$ cat config.mk
export PLATFORM = sky130hd
export DESIGN_NAME = store_lane_aligner
export DESIGN_NICKNAME = d
export VERILOG_FILES = /design/src/rtl/store_lane_aligner.sv
export SDC_FILE = /design/constraint.sdc
export NUM_CORES = 1
export LEC_CHECK = 0
export ABC_AREA = 1
export CAP_MARGIN = 25
export CORE_MARGIN = 2
export CORE_UTILIZATION = 30
export DETAILED_ROUTE_END_ITERATION = 8
export PLACE_DENSITY = 0.69
export SYNTH_ARGS = -nofsm -noshare
export SYNTH_HDL_FRONTEND = slang
export SYNTH_SLANG_ARGS = --single-unit
$ cat constraint.sdc
create_clock -name CLK -period 4.4 [get_ports CLK]
set_clock_uncertainty 0.1 [all_clocks]
set_input_delay 1.32 -clock CLK [delete_from_list [all_inputs] [get_ports CLK]]
set_output_delay 1.32 -clock CLK [all_outputs]
set_load 0.05 [all_outputs]
$ cat src/rtl/store_lane_aligner.sv
// store_lane_aligner
// Registered store-data aligner between the execute stage and the data-memory
// port. A byte/half/word/dword operand is shifted onto its byte lanes and a
// matching byte-enable mask is produced. Handshakes are valid/ready on both
// sides.
//
// Build option: define MISALIGN_SPLIT_EN to split a store that straddles a
// bus-word boundary into two beats. Without it such a store is rejected with
// a one-cycle MISALIGN_ERR pulse, and the second-beat logic is not built.
module store_lane_aligner #(
  parameter int DATA_W = 32,
  parameter int ADDR_W = 32
) (
  input  logic                CLK,
  input  logic                RST_N,
  input  logic                IN_VALID,
  output logic                IN_READY,
  input  logic [ADDR_W-1:0]   ADDR,
  input  logic [1:0]          SIZE,
  input  logic [DATA_W-1:0]   DATA,
  output logic                OUT_VALID,
  input  logic                OUT_READY,
  output logic [ADDR_W-1:0]   OUT_ADDR,
  output logic [DATA_W-1:0]   OUT_DATA,
  output logic [DATA_W/8-1:0] OUT_BE,
  output logic                MISALIGN_ERR
);

  localparam int NB    = DATA_W / 8;
  localparam int OFF_W = $clog2(NB);

  typedef enum logic [1:0] {
    IDLE  = 2'd0,
    BEAT0 = 2'd1,
    BEAT1 = 2'd2,
    ERR   = 2'd3
  } state_e;

  state_e            state_q, state_d;
  logic [ADDR_W-1:0] out_addr_q, out_addr_d;
  logic [DATA_W-1:0] out_data_q, out_data_d;
  logic [NB-1:0]     out_be_q, out_be_d;

  // Request decode
  logic [OFF_W-1:0]  req_off;
  logic [3:0]        req_n;
  logic              req_illegal;
  logic              req_cross;
  logic              req_err;
  logic [DATA_W-1:0] req_masked;
  logic [NB-1:0]     req_low_be;
  logic [ADDR_W-1:0] req_base;
  logic [DATA_W-1:0] req_data0;
  logic [NB-1:0]     req_be0;
  logic              take_req;

`ifdef MISALIGN_SPLIT_EN
  logic [DATA_W-1:0]   beat1_data_q, beat1_data_d;
  logic [NB-1:0]       beat1_be_q, beat1_be_d;
  logic                cross_q, cross_d;
  logic [2*DATA_W-1:0] req_wide_data;
  logic [2*NB-1:0]     req_wide_be;
  logic [DATA_W-1:0]   req_data1;
  logic [NB-1:0]       req_be1;
`endif

  // Decode the incoming request: lane offset, size, legality and lane placement
  always_comb begin
    req_off     = ADDR[OFF_W-1:0];
    req_n       = 4'd1 << SIZE;
    req_illegal = 5'(req_n) > 5'(NB);
    req_cross   = (5'(req_off) + 5'(req_n)) > 5'(NB);
    req_masked  = '0;
    req_low_be  = '0;
    for (int i = 0; i < NB; i++) begin
      req_masked[8*i +: 8] = (i < int'(req_n)) ? DATA[8*i +: 8] : 8'h00;
      req_low_be[i]        = (i < int'(req_n));
    end
    req_base = {ADDR[ADDR_W-1:OFF_W], {OFF_W{1'b0}}};
`ifdef MISALIGN_SPLIT_EN
    req_wide_data = {{DATA_W{1'b0}}, req_masked} << {req_off, 3'b000};
    req_wide_be   = {{NB{1'b0}}, req_low_be} << req_off;
    req_data0     = req_wide_data[DATA_W-1:0];
    req_data1     = req_wide_data[2*DATA_W-1:DATA_W];
    req_be0       = req_wide_be[NB-1:0];
    req_be1       = req_wide_be[2*NB-1:NB];
    req_err       = req_illegal;
`else
    req_data0 = req_masked << {req_off, 3'b000};
    req_be0   = req_low_be << req_off;
    req_err   = req_illegal | req_cross;
`endif
  end

  // Next-state, handshake and beat-load logic
  always_comb begin
    state_d    = state_q;
    out_addr_d = out_addr_q;
    out_data_d = out_data_q;
    out_be_d   = out_be_q;
    IN_READY   = 1'b0;
    take_req   = 1'b0;
`ifdef MISALIGN_SPLIT_EN
    beat1_data_d = beat1_data_q;
    beat1_be_d   = beat1_be_q;
    cross_d      = cross_q;
`endif

    case (state_q)
      IDLE: begin
        IN_READY = 1'b1;
        take_req = IN_VALID;
      end
      BEAT0: begin
`ifdef MISALIGN_SPLIT_EN
        IN_READY = OUT_READY & ~cross_q;
        if (OUT_READY) begin
          if (cross_q) begin
            state_d    = BEAT1;
            out_addr_d = out_addr_q + ADDR_W'(NB);
            out_data_d = beat1_data_q;
            out_be_d   = beat1_be_q;
          end else begin
            state_d  = IDLE;
            take_req = IN_VALID;
          end
        end
`else
        IN_READY = OUT_READY;
        if (OUT_READY) begin
          state_d  = IDLE;
          take_req = IN_VALID;
        end
`endif
      end
      BEAT1: begin
        if (OUT_READY) begin
          state_d = IDLE;
        end
      end
      ERR: begin
        state_d = IDLE;
      end
      default: begin
        state_d = IDLE;
      end
    endcase

    if (take_req) begin
      if (req_err) begin
        state_d = ERR;
      end else begin
        state_d    = BEAT0;
        out_addr_d = req_base;
        out_data_d = req_data0;
        out_be_d   = req_be0;
`ifdef MISALIGN_SPLIT_EN
        beat1_data_d = req_data1;
        beat1_be_d   = req_be1;
        cross_d      = req_cross;
`endif
      end
    end
  end

  // State and beat registers; reset drops any pending beat immediately
  always_ff @(posedge CLK or negedge RST_N) begin
    if (!RST_N) begin
      state_q    <= IDLE;
      out_addr_q <= '0;
      out_data_q <= '0;
      out_be_q   <= '0;
`ifdef MISALIGN_SPLIT_EN
      beat1_data_q <= '0;
      beat1_be_q   <= '0;
      cross_q      <= 1'b0;
`endif
    end else begin
      state_q    <= state_d;
      out_addr_q <= out_addr_d;
      out_data_q <= out_data_d;
      out_be_q   <= out_be_d;
`ifdef MISALIGN_SPLIT_EN
      beat1_data_q <= beat1_data_d;
      beat1_be_q   <= beat1_be_d;
      cross_q      <= cross_d;
`endif
    end
  end

  assign OUT_VALID    = (state_q == BEAT0) || (state_q == BEAT1);
  assign MISALIGN_ERR = (state_q == ERR);
  assign OUT_ADDR     = out_addr_q;
  assign OUT_DATA     = out_data_q;
  assign OUT_BE       = out_be_q;

endmodule
**Word level (Yosys, flattened, before mapping)**

Cells that the tools add are included.

- Logic and storage cells: 37
- Output and inout port bits: 71
- Bits of input ports: 70
- Register bits after elaboration: 68

- Bitwise operators: 2
- Equality and inequality tests: 4
- Reductions and logical operators: 6
- Shift operators: 3
- Magnitude comparators: 6
- Add/subtract/negate cells: 1
- Mux-type cells: 11

Operator list:

| operator | count |
|---|---|
| $mux 8 | 4 |
| $shl 32x5->32 | 1 |
| $lt 1x4->1 const A | 2 |
| $lt 2x4->1 const A | 2 |
| $mux 2 | 3 |
| $add 2x4->5 | 1 |
| $gt 5x3->1 const B | 1 |
| $eq 2x2->1 const B | 2 |
| $gt 4x3->1 const B | 1 |
| $pmux 1 s2 | 2 |
| $pmux 2 s2 | 1 |
| $reduce_and 2->1 | 2 |
| $shl 1x2->4 const A | 1 |
| $shl 4x2->4 | 1 |
| $ne 3x1->1 const B | 1 |
| $reduce_bool 3->1 | 1 |
| $eq 2x1->1 const B | 1 |
| $logic_not 2->1 | 1 |
| $reduce_or 2->1 | 1 |
| $logic_or 1x1->1 | 1 |
| $mux 1 | 1 |
| $not 1->1 | 1 |
| $or 1x1->1 | 1 |

**Logic depth before layout (Yosys ltp)**

Gate-level depths: netlist of the first run.

- Depth in word-level cells: 6
- Depth in mapped cells: 14
- Gate-level depth less buffers: 11

**Worst setup path after synthesis of the first run**

OpenSTA, ideal clock, no wires.

- Kind: input-to-reg
- Start: input port SIZE[1]
- End: register out_addr_q[10], in the netlist OUT_ADDR[10]
- Path slack: 1150 ps
- Buffers on the path: 4
- Required time: 4182 ps
- Library setup time: 118 ps
- Cell stages on the path: 12
- Data arrival time: 3032 ps
- Path through: buf_2 clkbuf_1 nor2_1 inv_1 fa_1 nand2_1 nand3_1 nand3_2 buf_4 buf_2 nand2_1 nand2_1

- Longest elaborated chain between the ends: 6
- Elaborated cells between the ends (all ways): 7
- Those cells by class: 1 x add/sub; 2 x order compare; 1 x shift; 2 x bitwise; 1 x reduce/logical

RTL lines:

| item | RTL line | source |
|---|---|---|
| start, declared | 19 | `input logic [1:0] SIZE,` |
| $shl 1x2->4 * | 70 | `req_n = 4'd1 << SIZE;` |
| $add 2x4->5 | 72 | `req_cross = (5'(req_off) + 5'(req_n)) > 5'(NB);` |
| $gt 5x3->1 | 72 |  |
| $or 1x1->1 * | 91 | `req_err = req_illegal \| req_cross;` |
| $not 1->1 (no source line) * | -- |  |
| $reduce_and 2->1 (no source line) * | -- |  |
| end signal, assigned | 180 | `out_addr_q <= out_addr_d;` |
| end, declared | 40 | `logic [ADDR_W-1:0] out_addr_q, out_addr_d;` |

Mark *: on every way between the ends. The rest lies on a longest branch, timed or not.
A chain may end at the register's enable or synchronous reset.

**Worst setup path in the final report of the first run**

- Start: input port SIZE[0]
- End: register out_addr_q[25], in the netlist OUT_ADDR[25]

Same word-level chain as after synthesis.

==> impl_metrics.env, run 1 <==
export IMPL_gr_overflow_total=0
export IMPL_drt_first_iter_violations=335
export IMPL_leakage_nw=2.53
export IMPL_power_internal_mw=2.15
export IMPL_syn_avg_cell_area_um2=7.59
export IMPL_synth_enable_flop_cells=0
export IMPL_worstSetupStartpoint="SIZE[0]"
export IMPL_timing_final_max_slew_violations=0
export IMPL_combinationalPowerShare_pct=52.9
export IMPL_post_cts_repair_setup_buffers=0
export IMPL_worstPathCellList="clkdlybuf4s50_1 -> nor2_1 -> ha_1 -> inv_1 -> fa_1 -> nand2_1 -> nand3_1 -> nand3_2 -> inv_1 -> buf_4 -> nand2_1 -> nand2_1"
export IMPL_critical_path_peak_fanout=29
export IMPL_final_common_cell="nand2_1"
export IMPL_power_density_cell_area_mw_per_mm2=770
export IMPL_design_die_area_mm2=0.0122
export IMPL_timing_final_crit_share_pct=82.3
export IMPL_post_dp_hpwl_um=7490
export IMPL_timing_worst_slew_pin_value_ps=874
export IMPL_die_outline_width_um=110
export IMPL_tritoncts_clock_tree="built"
export IMPL_syn_to_final_growth_pct=53.9
export IMPL_routed_wirelength_um=10200
export IMPL_grt_antenna_before_repair=0
export IMPL_die_h_um=110
export IMPL_place_area_mm2=0.00487
export IMPL_synth_xor_area_share_pct=0
export IMPL_worstSetupStartpointType="primary input"
export IMPL_layout_nets=655
export IMPL_timing_reg2reg_setup_slack_ps=2530
export IMPL_detail_route_wl_per_cell_um=14.1
export IMPL_detail_route_vias_per_cell=4.70
export IMPL_seq_area_frac_synth_pct=50.1
export IMPL_path_clk_slew_ps=50
export IMPL_initial_utilization_pct=31.0
export IMPL_numPortBuffers=138
export IMPL_cts_path_max_buffers=2
export IMPL_cp_data_required_time_ps=4560
export IMPL_dr_total_vias=3396
export IMPL_rows=38
export IMPL_numClockSinks=68
export IMPL_critical_path_class="in -> reg"
export IMPL_vdd_ir_drop_worst_v=0.000384
export IMPL_yosys_area_share_adder_pct=2.80
export IMPL_route_detailed_drc=0
export IMPL_holdCritPathClass="reg -> reg"
export IMPL_filler_cell_count=1083
export IMPL_cts_made_buffers=9
export IMPL_hold_fix_buffers_cts=0
export IMPL_gp_congestion=0.894
export IMPL_synth_cells=447
export IMPL_finalHoldWorstSlack_ps=375
export IMPL_netlist_cell_type_count=23
export IMPL_postLayoutSetupSlackWorst_ps=778
export IMPL_antenna_diode_count=0
export IMPL_post_syn_area_mm2=0.00339
export IMPL_cap_violations=0
export IMPL_max_clk_rate_mhz=276
export IMPL_r2r_start="state_q[1]$_DFFE_PN0P_"
export IMPL_synth_warning_count=0
export IMPL_placement_setup_worst_slack_ps=436
export IMPL_combinational_family_with_the_most_area_after_synthesis="simple AND/OR/NAND/NOR gates"
export IMPL_pwr_share_seq_pct=26.2
export IMPL_synthSimpleGateAreaFrac_pct=35.6
export IMPL_core_area_mm2=0.0109
export IMPL_synth_mux_area_share_pct=0
export IMPL_setup_viol_count_final=0
export IMPL_synth_seq_cells=68
export IMPL_synth_compound_area_share_pct=4.98
export IMPL_critPathMaxStageDelay_ps=590
export IMPL_asyncSetResetFlopFracSynth_pct=100
export IMPL_critical_path_slowest_cell="clkdlybuf4s50_1"
export IMPL_track_usage_pct=17.0
export IMPL_worst_reg2reg_path_endpoint="OUT_ADDR[25]$_DFFE_PN0P_"
export IMPL_period_needed_ps=3620
export IMPL_p_sw_share_pct=46.5
export IMPL_ctsHtreeMaxLevel=3
export IMPL_worst_endpoint_arrival_ps=3790
export IMPL_grt_pass1_wl_um=15900
export IMPL_finalHoldViolCount=0
export IMPL_grt_start_max_net_pins=69
export IMPL_proportion_of_layout_cells_with_a_drive_suffix_above_1_pct=6.35
export IMPL_relSlewSlack_pct=41.7
export IMPL_r2r_worst_path_cells=11
export IMPL_timing_critical_path_to="OUT_ADDR[25]$_DFFE_PN0P_"
export IMPL_power_switching_mw=1.87
export IMPL_design_area_mm2=0.00523
export IMPL_detail_route_antenna_nets=0
export IMPL_clock_tree_root_cell="clkbuf_16"
export IMPL_setup_tns_ps=0
export IMPL_layout_cells_most_common_list="221 x nand2_1, 136 x clkdlybuf4s50_1, 68 x dfrtp_1"
export IMPL_clock_power_share_pct=20.9
export IMPL_synth_main_ff_cell="dfrtp_1"
export IMPL_grt_setup_unrepaired="no"
export IMPL_clk_latency_ps=330
export IMPL_outcome="completed"
export IMPL_post_cts_resized_instances=0
export IMPL_firstDrtPassIters=4
export IMPL_first_global_vias=3226
export IMPL_endpoint_kind="register"
export IMPL_timing_critical_path_mode_cell="nand2_1"
export IMPL_num_io_pins=141
-- registers in the layout (all words and copies together), names as in the netlist --
name      flops
OUT_ADDR     30
OUT_BE        4
OUT_DATA     32
state_q       2
-- cell families after synthesis --
| kind of cell | Yosys count |
|---|---|
| AO/OA/AOI/OAI | 33 |
| adder cells (fa/ha/maj) | 7 |
| buffers and inverters | 44 |
| flip-flops | 68 |
| other | 1 |
| AND/OR/NAND/NOR | 294 |
-- power groups by stage --
stage | clock network [mW] | registers [mW] | logic (mW)
after floorplan | 0 | 1.97 | 0.469
after detailed placement | 0 | 1.06 | 2.14
final | 0.840 | 1.06 | 2.13
after global routing | 0.891 | 1.09 | 2.26
after global placement | 0 | 1.06 | 2.12
after CTS | 0.858 | 1.06 | 2.15
-- worst min path at each step --
stage | from | to | slack [ps] | depth (start not counted)
finish | OUT_ADDR[27]$_DFFE_PN0P_ | OUT_ADDR[27]$_DFFE_PN0P_ | 380 | 2
floorplan | state_q[0]$_DFFE_PN0P_ | state_q[0]$_DFFE_PN0P_ | 400 | 2
global placement | OUT_ADDR[4]$_DFFE_PN0P_ | OUT_ADDR[4]$_DFFE_PN0P_ | 360 | 2
detailed placement | OUT_ADDR[26]$_DFFE_PN0P_ | OUT_ADDR[26]$_DFFE_PN0P_ | 360 | 2
global route | OUT_DATA[31]$_DFFE_PN0P_ | OUT_DATA[31]$_DFFE_PN0P_ | 400 | 2
CTS | OUT_ADDR[26]$_DFFE_PN0P_ | OUT_ADDR[26]$_DFFE_PN0P_ | 380 | 2
-- routing by layer --
layer	vias up	global-route usage [%]	share of wire [%]
met5	-	0	0
met4	0	5.00	1.5
li1	1679	-	-
met1	1567	23.0	45
met2	137	27.2	45
met3	13	3.94	8.2
-- critical path, delay by kind of cell --
| family | cells | cell delay (ps) |
|---|---|---|
| buf+inv | 4 | 1040 |
| simple gates | 6 | 730 |
| fa+ha+maj | 2 | 680 |
-- area by class of cell --
class / instances / area (um2) / share of cell area (%)
Clock buffer: 10 / 239 / 4.57
Clock inverter: 6 / 111 / 2.13
Inverter: 16 / 60.1 / 1.15
Multi-Input combinational cell: 336 / 1480 / 28.4
Sequential cell: 68 / 1700 / 32.6
Tap cell: 140 / 175 / 3.35
Timing Repair Buffer: 147 / 1460 / 27.9
-- synth_stat cells, types with 4 or more instances --
cell | instances | share of area [%]
buf_4 | 4 | 0.88
clkbuf_1 | 9 | 1.0
nor2_1 | 8 | 0.88
nand2_1 | 221 | 24
o21ai_0 | 29 | 4.3
or2_2 | 7 | 1.3
ha_1 | 6 | 2.2
dfrtp_1 | 68 | 50
nand3_1 | 48 | 7.1
nand4_1 | 8 | 1.5
buf_2 | 10 | 1.5
inv_1 | 13 | 1.4
-- stage by stage --
stage	utilization (%)	std cells	power [mW]
5_1_grt	47.8	723	4.24
2_1_floorplan	-	448	2.43
6_report	47.8	723	4.02
3_3_place_gp	44.6	707	3.17
3_5_place_dp	44.6	707	3.21
4_1_cts	47.8	723	4.07
(Power assumes the default switching activity.)
==> inputs of run 2 (changes only) <==
Settings changed: PLACE_DENSITY 0.69 to 0.71.
Clock period 4.4 ns to 3.14 ns, I/O delays scaled along.
==> run 2 against run 1 <==
Effect of this change:
- design area increased by 2.0%
- combinational power increased by 43%
- sequential share of layout area fell by 0.63 points
- sequential cell count is the same
- critical path depth unchanged
- final cell count grew 0.97%
==> impl_metrics.env, run 2 (synthesized netlist as in run 1, its figures left out) <==
export IMPL_grt_start_max_net_pins=59
export IMPL_timing_final_max_slew_violations=0
export IMPL_hold_depth=2
export IMPL_pwr_share_seq_pct=25.9
export IMPL_clock_power_share_pct=20.6
export IMPL_holdCritPathClass="reg -> reg"
export IMPL_firstDrtPassIters=4
export IMPL_first_global_vias=3445
export IMPL_dr_total_vias=3398
export IMPL_vdd_ir_drop_worst_v=0.000554
export IMPL_timing_critical_path_mode_cell="nand2_1"
export IMPL_drt_first_iter_violations=278
export IMPL_critical_path_slowest_cell="fa_1"
export IMPL_place_area_mm2=0.00497
export IMPL_design_area_mm2=0.00533
export IMPL_cp_num_cells=12
export IMPL_detail_route_antenna_nets=0
export IMPL_period_needed_ps=2980
export IMPL_grt_antenna_before_repair=0
export IMPL_post_dp_hpwl_um=7740
export IMPL_numPortBuffers=138
export IMPL_largest_register_ff_count=32
export IMPL_grt_pass1_wl_um=16600
export IMPL_ff_latch_area_mm2=0.00170
export IMPL_power_density_cell_area_mw_per_mm2=1070
export IMPL_setup_viol_count_final=0
export IMPL_rows=38
export IMPL_ctsHtreeMaxLevel=3
export IMPL_p_sw_share_pct=46.5
export IMPL_post_cts_repair_setup_buffers=0
export IMPL_setup_tns_ps=0
export IMPL_critical_path_class="in -> reg"
export IMPL_finalHoldViolCount=0
export IMPL_cts_path_max_buffers=2
export IMPL_postLayoutSetupSlackWorst_ps=161
export IMPL_tritoncts_clock_tree="built"
export IMPL_detail_route_wl_per_cell_um=14.2
export IMPL_die_h_um=110
export IMPL_timing_final_crit_share_pct=94.9
export IMPL_max_clk_rate_mhz=336
export IMPL_clk_latency_ps=320
export IMPL_placement_setup_worst_slack_ps=-202
export IMPL_worstSetupStartpointType="primary input"
export IMPL_power_internal_mw=3.04
export IMPL_design_die_area_mm2=0.0122
export IMPL_timing_reg2reg_setup_slack_ps=1280
export IMPL_clock_tree_root_cell="clkbuf_16"
export IMPL_outcome="completed"
export IMPL_gr_overflow_total=0
export IMPL_cap_violations=0
export IMPL_finalHoldWorstSlack_ps=378
export IMPL_combinationalPowerShare_pct=53.5
export IMPL_r2r_worst_path_cells=11
export IMPL_core_area_mm2=0.0109
export IMPL_filler_cell_count=1077
export IMPL_multi_input_area_mm2=0.00148
export IMPL_proportion_of_layout_cells_with_a_drive_suffix_above_1_pct=7.63
export IMPL_critPathMaxStageDelay_ps=500
export IMPL_path_delay_family="buffers and inverters"
export IMPL_grt_setup_unrepaired="no"
export IMPL_relSlewSlack_pct=53.1
export IMPL_power_switching_mw=2.64
export IMPL_track_usage_pct=17.7
export IMPL_route_detailed_drc=0
export IMPL_cts_made_buffers=9
export IMPL_die_outline_width_um=110
export IMPL_path_clk_slew_ps=50
export IMPL_num_io_pins=141
export IMPL_layout_cells_most_common_list="221 x nand2_1, 135 x clkdlybuf4s50_1, 68 x dfrtp_1"
export IMPL_gp_congestion=0.940
export IMPL_cp_num_buf_inv=5
export IMPL_detail_route_vias_per_cell=4.65
export IMPL_routed_wirelength_um=10300
export IMPL_timing_worst_slew_pin_value_ps=704
export IMPL_antenna_diode_count=0
export IMPL_numClockSinks=68
export IMPL_final_common_cell="nand2_1"
export IMPL_cp_data_required_time_ps=3300
export IMPL_layout_nets=662
export IMPL_worstPathCellList="clkdlybuf4s50_1 -> buf_4 -> nor2_1 -> inv_1 -> fa_1 -> nand2_1 -> nand3_1 -> nand3_2 -> inv_1 -> buf_12 -> nand2_1 -> nand2_1"
export IMPL_leakage_nw=2.59
export IMPL_critical_path_peak_fanout=30
export IMPL_initial_utilization_pct=31.0
export IMPL_endpoint_kind="register"
export IMPL_worst_endpoint_arrival_ps=3140
export IMPL_syn_to_final_growth_pct=57.0
-- run 2: final timing paths --
kind	from	endpoint
setup reg to reg	state_q[1]$_DFFE_PN0P_	OUT_ADDR[15]$_DFFE_PN0P_
setup / recovery	SIZE[1]	OUT_ADDR[15]$_DFFE_PN0P_
max in group asynchronous	RST_N	OUT_DATA[28]$_DFFE_PN0P_
hold reg to reg	OUT_ADDR[15]$_DFFE_PN0P_	OUT_ADDR[15]$_DFFE_PN0P_
hold / removal	OUT_ADDR[15]$_DFFE_PN0P_	OUT_ADDR[15]$_DFFE_PN0P_
min in group asynchronous	RST_N	OUT_ADDR[2]$_DFFE_PN0P_
-- run 2: what timing repair did --
item                       CTS  global route
gates resized for setup      0             2
hold buffers                 0             0
setup endpoints to repair    0            29
-- run 2: cell type report --
type / instances / area share, %
Inverter: 16 / 1.13
Tap cell: 140 / 3.29
Multi-Input combinational cell: 336 / 27.8
Sequential cell: 68 / 31.9
Timing Repair Buffer: 154 / 29.3
Clock buffer: 9 / 4.23
Clock inverter: 7 / 2.32
-- run 2: power by group through the flow --
| stage | Clock, mW | Sequential [mW] | Combinational (mW) |
|---|---|---|---|
| global placement | 0 | 1.47 | 3.02 |
| floorplan | 0 | 2.75 | 0.658 |
| CTS | 1.20 | 1.48 | 3.07 |
| global route | 1.24 | 1.53 | 3.24 |
| finish | 1.17 | 1.47 | 3.04 |
| detailed placement | 0 | 1.49 | 3.06 |
-- run 2: worst register-to-register path, cell delays in order, from the launching register on --
cell	delay, ps
dfrtp_1	400
inv_1	110
ha_1	150
nand2_1	50
nand2_1	110
nand2_1	80
inv_1	120
nand3_2	130
inv_1	190
buf_12	210
nand2_1	90
nand2_1	60
-- run 2: per-layer routing --
layer | track usage (%) | vias to the layer above | part of all wire, %
li1 | - | 1683 | -
met1 | 22.8 | 1564 | 45
met2 | 29.1 | 128 | 46
met3 | 4.00 | 23 | 7.2
met4 | 6.96 | 0 | 2.8
met5 | 0 | - | 0
-- run 2: through the flow --
stage / util, % / power [mW] / instances
floorplan: - / 3.41 / 448
global placement: 45.5 / 4.49 / 714
detailed placement: 45.5 / 4.55 / 714
CTS: 48.7 / 5.75 / 730
global route: 48.7 / 6.00 / 730
finish: 48.7 / 5.68 / 730
